[src/rtl/instruction_fetch_unit.sv]
// Fetch sequencer: presents word addresses to instruction memory, waits MEM_LATENCY cycles,
// then holds the word for decode. Define FETCH_ALIGN_CHECK_EN for sticky redirect-target faults.
module instruction_fetch_unit #(
  parameter logic [31:0] RESET_PC    = 32'h0000_0000,
  parameter int          MEM_LATENCY = 5,
  parameter int          MEM_WORDS   = 1024
) (
  input  logic        clock,
  input  logic        reset,
  input  logic        fetch_enable,
  output logic [31:0] imem_address,
  input  logic [31:0] instr_in,
  input  logic        redirect_valid,
  input  logic [31:0] redirect_target,
  output logic [31:0] instr_out,
  output logic [31:0] pc_out,
  output logic        instr_valid,
  input  logic        instr_ready,
  output logic        fetch_fault
);

  typedef enum logic [1:0] {
    IDLE,
    WAIT,
    HOLD
`ifdef FETCH_ALIGN_CHECK_EN
    , FAULT
`endif
  } state_t;

  localparam logic [7:0] LAST_COUNT = 8'(MEM_LATENCY - 1);

  state_t      state;
  logic [31:0] pc;
  logic [7:0]  count;
  logic        halted;
  logic [31:0] redirect_pc;

`ifdef FETCH_ALIGN_CHECK_EN
  localparam logic [32:0] MEM_BYTES = 33'(MEM_WORDS) * 33'd4;

  logic target_bad;

  assign halted      = (state == FAULT);
  assign target_bad  = (redirect_target[1:0] != 2'b00) || ({1'b0, redirect_target} >= MEM_BYTES);
  assign redirect_pc = redirect_target;
`else
  logic unused_config;

  // Without the checker a misaligned target is silently rounded down to its word.
  assign halted        = 1'b0;
  assign redirect_pc   = {redirect_target[31:2], 2'b00};
  assign fetch_fault   = 1'b0;
  assign unused_config = ^{redirect_target[1:0], MEM_WORDS};
`endif

  // Redirects take priority over every state action, including a completing fetch.
  always_ff @(posedge clock or posedge reset) begin
    if (reset) begin
      state        <= IDLE;
      pc           <= RESET_PC;
      imem_address <= RESET_PC;
      instr_out    <= '0;
      pc_out       <= '0;
      instr_valid  <= 1'b0;
      count        <= '0;
`ifdef FETCH_ALIGN_CHECK_EN
      fetch_fault  <= 1'b0;
`endif
    end else if (halted) begin
      instr_valid <= 1'b0;
    end else if (redirect_valid) begin
      instr_valid <= 1'b0;
      count       <= '0;
`ifdef FETCH_ALIGN_CHECK_EN
      if (target_bad) begin
        fetch_fault <= 1'b1;
        state       <= FAULT;
      end else begin
        pc    <= redirect_pc;
        state <= IDLE;
      end
`else
      pc    <= redirect_pc;
      state <= IDLE;
`endif
    end else begin
      case (state)
        IDLE: begin
          if (fetch_enable) begin
            imem_address <= pc;
            count        <= '0;
            state        <= WAIT;
          end
        end
        WAIT: begin
          if (count == LAST_COUNT) begin
            instr_out   <= instr_in;
            pc_out      <= pc;
            instr_valid <= 1'b1;
            pc          <= pc + 32'd4;
            count       <= '0;
            state       <= HOLD;
          end else begin
            count <= count + 8'd1;
          end
        end
        HOLD: begin
          if (instr_ready) begin
            instr_valid <= 1'b0;
            state       <= IDLE;
          end
        end
        default: state <= IDLE;
      endcase
    end
  end

endmodule

[config.mk]
export PLATFORM = sky130hd
export DESIGN_NAME = instruction_fetch_unit
export DESIGN_NICKNAME = d
export VERILOG_FILES = /design/src/rtl/instruction_fetch_unit.sv
export SDC_FILE = /design/constraint.sdc
export NUM_CORES = 1
export LEC_CHECK = 0
export CAP_MARGIN = 20
export CORE_UTILIZATION = 38
export CTS_CLUSTER_DIAMETER = 50
export DETAILED_ROUTE_END_ITERATION = 6
export PLACE_DENSITY = 0.73
export REMOVE_ABC_BUFFERS = 1
export SLEW_MARGIN = 20
export SYNTH_ARGS = -nofsm -noshare
export SYNTH_HDL_FRONTEND = slang
export SYNTH_SLANG_ARGS = --single-unit
[constraint.sdc]
create_clock -name clock -period 7.45 [get_ports clock]
set_clock_uncertainty 0.2 [all_clocks]
set_input_delay 2.235 -clock clock [delete_from_list [all_inputs] [get_ports clock]]
set_output_delay 2.235 -clock clock [all_outputs]
set_load 0.02 [all_outputs]
==> metrics.md <==
| Metric | Value |
|---|---|
| F_max | `208 MHz` |
| Seq. cell area | `0.00333 mm2` |
| Die X | `129 um` |
| Final Wtd Congestion | `0.786` |
| Core area | `0.0154 mm2` |
| HP Class | `reg -> reg` |
| Reg power frac | `42.5%` |
| Htree depth | `4` |
| Hold Vio Cnt, Final | `0` |
| Layout cells sized above 1 | `12.4%` |
| Most frequent cells in the layout | `159 x clkdlybuf4s50_1, 133 x dfrtp_1, 60 x mux2_1` |
| Die Height | `129 um` |
| Slew margin rel. | `29.1%` |
| Power density cells | `243 mW/mm2` |
| Count of different cell masters after synthesis | `60` |
| Reg2reg setup slack | `4.00 ns` |
| DRT iter0 DRCs | `270` |
| Number of routed nets with antenna violations | `0` |
| Number of enable flip-flop cells after synthesis | `0` |
| Fillcell total | `1,362` |
| DRC | `0` |
| Post-DR vias/cell | `5.31` |
| Die ar. | `0.0165 mm2` |
| Area growth syn-to-layout | `38.3%` |
| Antenna violations before repair | `0` |
| Worst hold slack | `0.284 ns` |
| Multiplexer area fraction after synthesis | `17.7%` |
| Worst-skew pair later-pin latency | `0.41 ns` |
| Reg clk slew, reported paths | `0.06 ns` |
| Endpoints failing setup | `0` |
| Final min period | `4.82 ns` |
| Net Sw Power | `0.557 mW` |
| CP endpoint | `count[5]` |
| Pre-Repair DR Iteration Count | `5` |
| Post-Syn Instances | `502` |
| Synth Area in Adders | `0.616%` |
| VDD IR-drop max | `173 uV` |
| Clk pwr share | `37.6%` |
| DR WL met3 | `932 um` |
| Area of the multi-input gates | `0.00260 mm2` |
| RSZ-0062 raised after global routing | `no` |
| CP required | `7.54 ns` |
| R2R cell count | `8` |
| Syn Area/Cell | `12.1 um2` |
| WL/cell | `16.7 um` |
| FP Rows | `45` |
| Final net count | `732` |
| Worst setup startpoint | `redirect_valid` |
| Post-synthesis register bit count | `133` |
| Top layer in use | `met4` |
| Slew Viols, Final | `0` |
| Crit share post-route | `64.7%` |
| Met2 routed WL | `7180 um` |
| Critical Path End Type | `flip-flop` |
| Cts hold-fix bufs | `0` |
| Vias in the first global route | `4,616` |
| Global route total overflow | `0` |
| Post-synthesis xor/xnor area fraction | `0.719%` |
| Drt total wl | `14,800 um` |
| Routed vias | `4,687` |
| Pin count of the biggest net entering global routing | `80` |
| GRT Total Usage | `18.5%` |
| Setup_tns | `0 ns` |
| Worst Path Arrival | `4.91 ns` |
| Initial core utilization | `39.5%` |
| Sw Ratio | `27.2%` |
| Int Power | `1.49 mW` |
| Port-buffer cells | `159` |
| Reg2Reg Capture Point | `instr_out[10]` |
| Startpoint Class | `primary input` |
| Cts repair resizes | `0` |
| N_diodes | `0` |
| Clock Tree Buf Depth | `2` |
| Seq/Total Area, Yosys | `54.6%` |
| Ys Warns | `0` |
| Setup bufs post-CTS | `0` |
| CTS tree | `done` |
| Commonest non-fill, non-tap cell in the layout | `clkdlybuf4s50_1` |
| Worst slew pin tran | `1.06 ns` |
| Post-Synth Simple-Gate Area | `15.0%` |
| Met1 Wirelength | `6330 um` |
| CP Max Fanout | `50` |
| Max_cap viols | `0` |
| Clock Tree Root | `clkbuf_16` |
| Final Util | `54.6%` |
| IO Pins | `167` |
| Comb power frac | `19.9%` |
| Reg2reg start | `count[0]` |
| Compound-Gate Fraction of Synth Area | `8.19%` |
| Largest family of logic cells by synthesized area | `multiplexers` |
| Dpl hpwl | `10,500 um` |
| Leak Pwr | `3.56 nW` |
| Post-Syn Area | `0.00609 mm2` |
| Clock sinks | `133` |
| Synth async-reset ratio | `100%` |
| Outcome | `finished, final reports clean` |
| Synth Flop Type | `dfrtp_1` |
| Tot Pwr | `2.05 mW` |
| CTS buffer count | `17` |
| Crit Path Category | `in -> reg` |
| First-pass GRT wire length | `23,600 um` |
==> cell families after synthesis <==
group / count (synthesis)
muxes: 96
xor gates and xnor gates: 5
AOI/OAI and AO/OA: 70
buffers and inverters: 39
adders and majority gates: 3
DFF: 133
and+or+nand+nor: 155
other: 1
==> layer usage <==
| metal | track usage, % | vias up |
|---|---|---|
| li1 | - | 2185 |
| met1 | 22.3 | 2315 |
| met2 | 31.2 | 163 |
| met3 | 5.36 | 24 |
| met4 | 7.54 | 0 |
| met5 | 0 | - |
==> cells in the mapped netlist (5+ instances only) <==
master / count / area (um2)
a31oi_1: 12 / 75.1
and3_1: 5 / 31.3
and4_1: 8 / 70.1
buf_4: 11 / 82.6
clkbuf_1: 15 / 56.3
dfrtp_1: 133 / 3330
inv_1: 8 / 30.0
mux2_1: 60 / 676
mux2_2: 32 / 360
nand2_1: 36 / 135
nand3_1: 16 / 80.1
nand4_1: 14 / 87.6
nor2_1: 21 / 78.8
nor2b_1: 5 / 31.3
nor4_1: 6 / 37.5
o211ai_1: 5 / 37.5
o21ai_0: 17 / 85.1
o311ai_1: 5 / 43.8
o31ai_1: 6 / 45.0
or2_2: 5 / 31.3
or3_1: 6 / 37.5
or4_1: 10 / 75.1
==> worst max-delay path: stages <==
cell	delay [ns]
clkdlybuf4s50_1	0.45
buf_4	0.42
clkinv_1	0.90
o211ai_1	0.62
or2_2	0.19
mux2i_1	0.07
==> power by group through the flow <==
stage / registers (mW) / logic (mW) / clock network (mW)
final: 0.869 / 0.407 / 0.769
after global routing: 0.881 / 0.436 / 0.827
after CTS: 0.869 / 0.412 / 0.788
after detailed placement: 0.882 / 0.410 / 0
after global placement: 0.874 / 0.403 / 0
after floorplan: 0.944 / 0.130 / 0
==> stage by stage <==
stage / setup slack (ns) / area, um2 / instances
4_1_cts: 2.62 / 8430 / 882
5_1_grt: 2.40 / 8430 / 882
3_5_place_dp: 2.19 / 7890 / 852
2_1_floorplan: 1.23 / 5950 / 476
3_3_place_gp: 2.23 / 7860 / 851
6_report: 2.63 / 8430 / 882
==> final cells by class <==
class	instances	area share, %
inverters	9	0.460
repair buffers	165	19.7
clock inverters	9	0.965
well taps	211	3.13
clock buffers	21	5.46
flip-flops and latches	133	39.5
multi-input cells	334	30.8
==> sequential cells by signal, summed over array words and instances (netlist names) <==
signal,flops
instr_out,32
imem_address,30
pc,30
pc_out,30
count,8
state,2
instr_valid,1
==> worst min path at each step <==
stage | end | depth (start not counted) | startpoint | slack, ns
after CTS | instr_out[4] | 1 | instr_out[4] | 0.29
after global placement | instr_out[7] | 1 | instr_out[7] | 0.27
final | instr_out[3] | 1 | instr_out[3] | 0.28
after detailed placement | instr_out[4] | 1 | instr_out[4] | 0.27
after global routing | pc_out[12] | 1 | pc_out[12] | 0.29
after floorplan | pc_out[31] | 1 | pc[31] | 0.30
No activity file was read; power rests on OpenSTA's default activity.
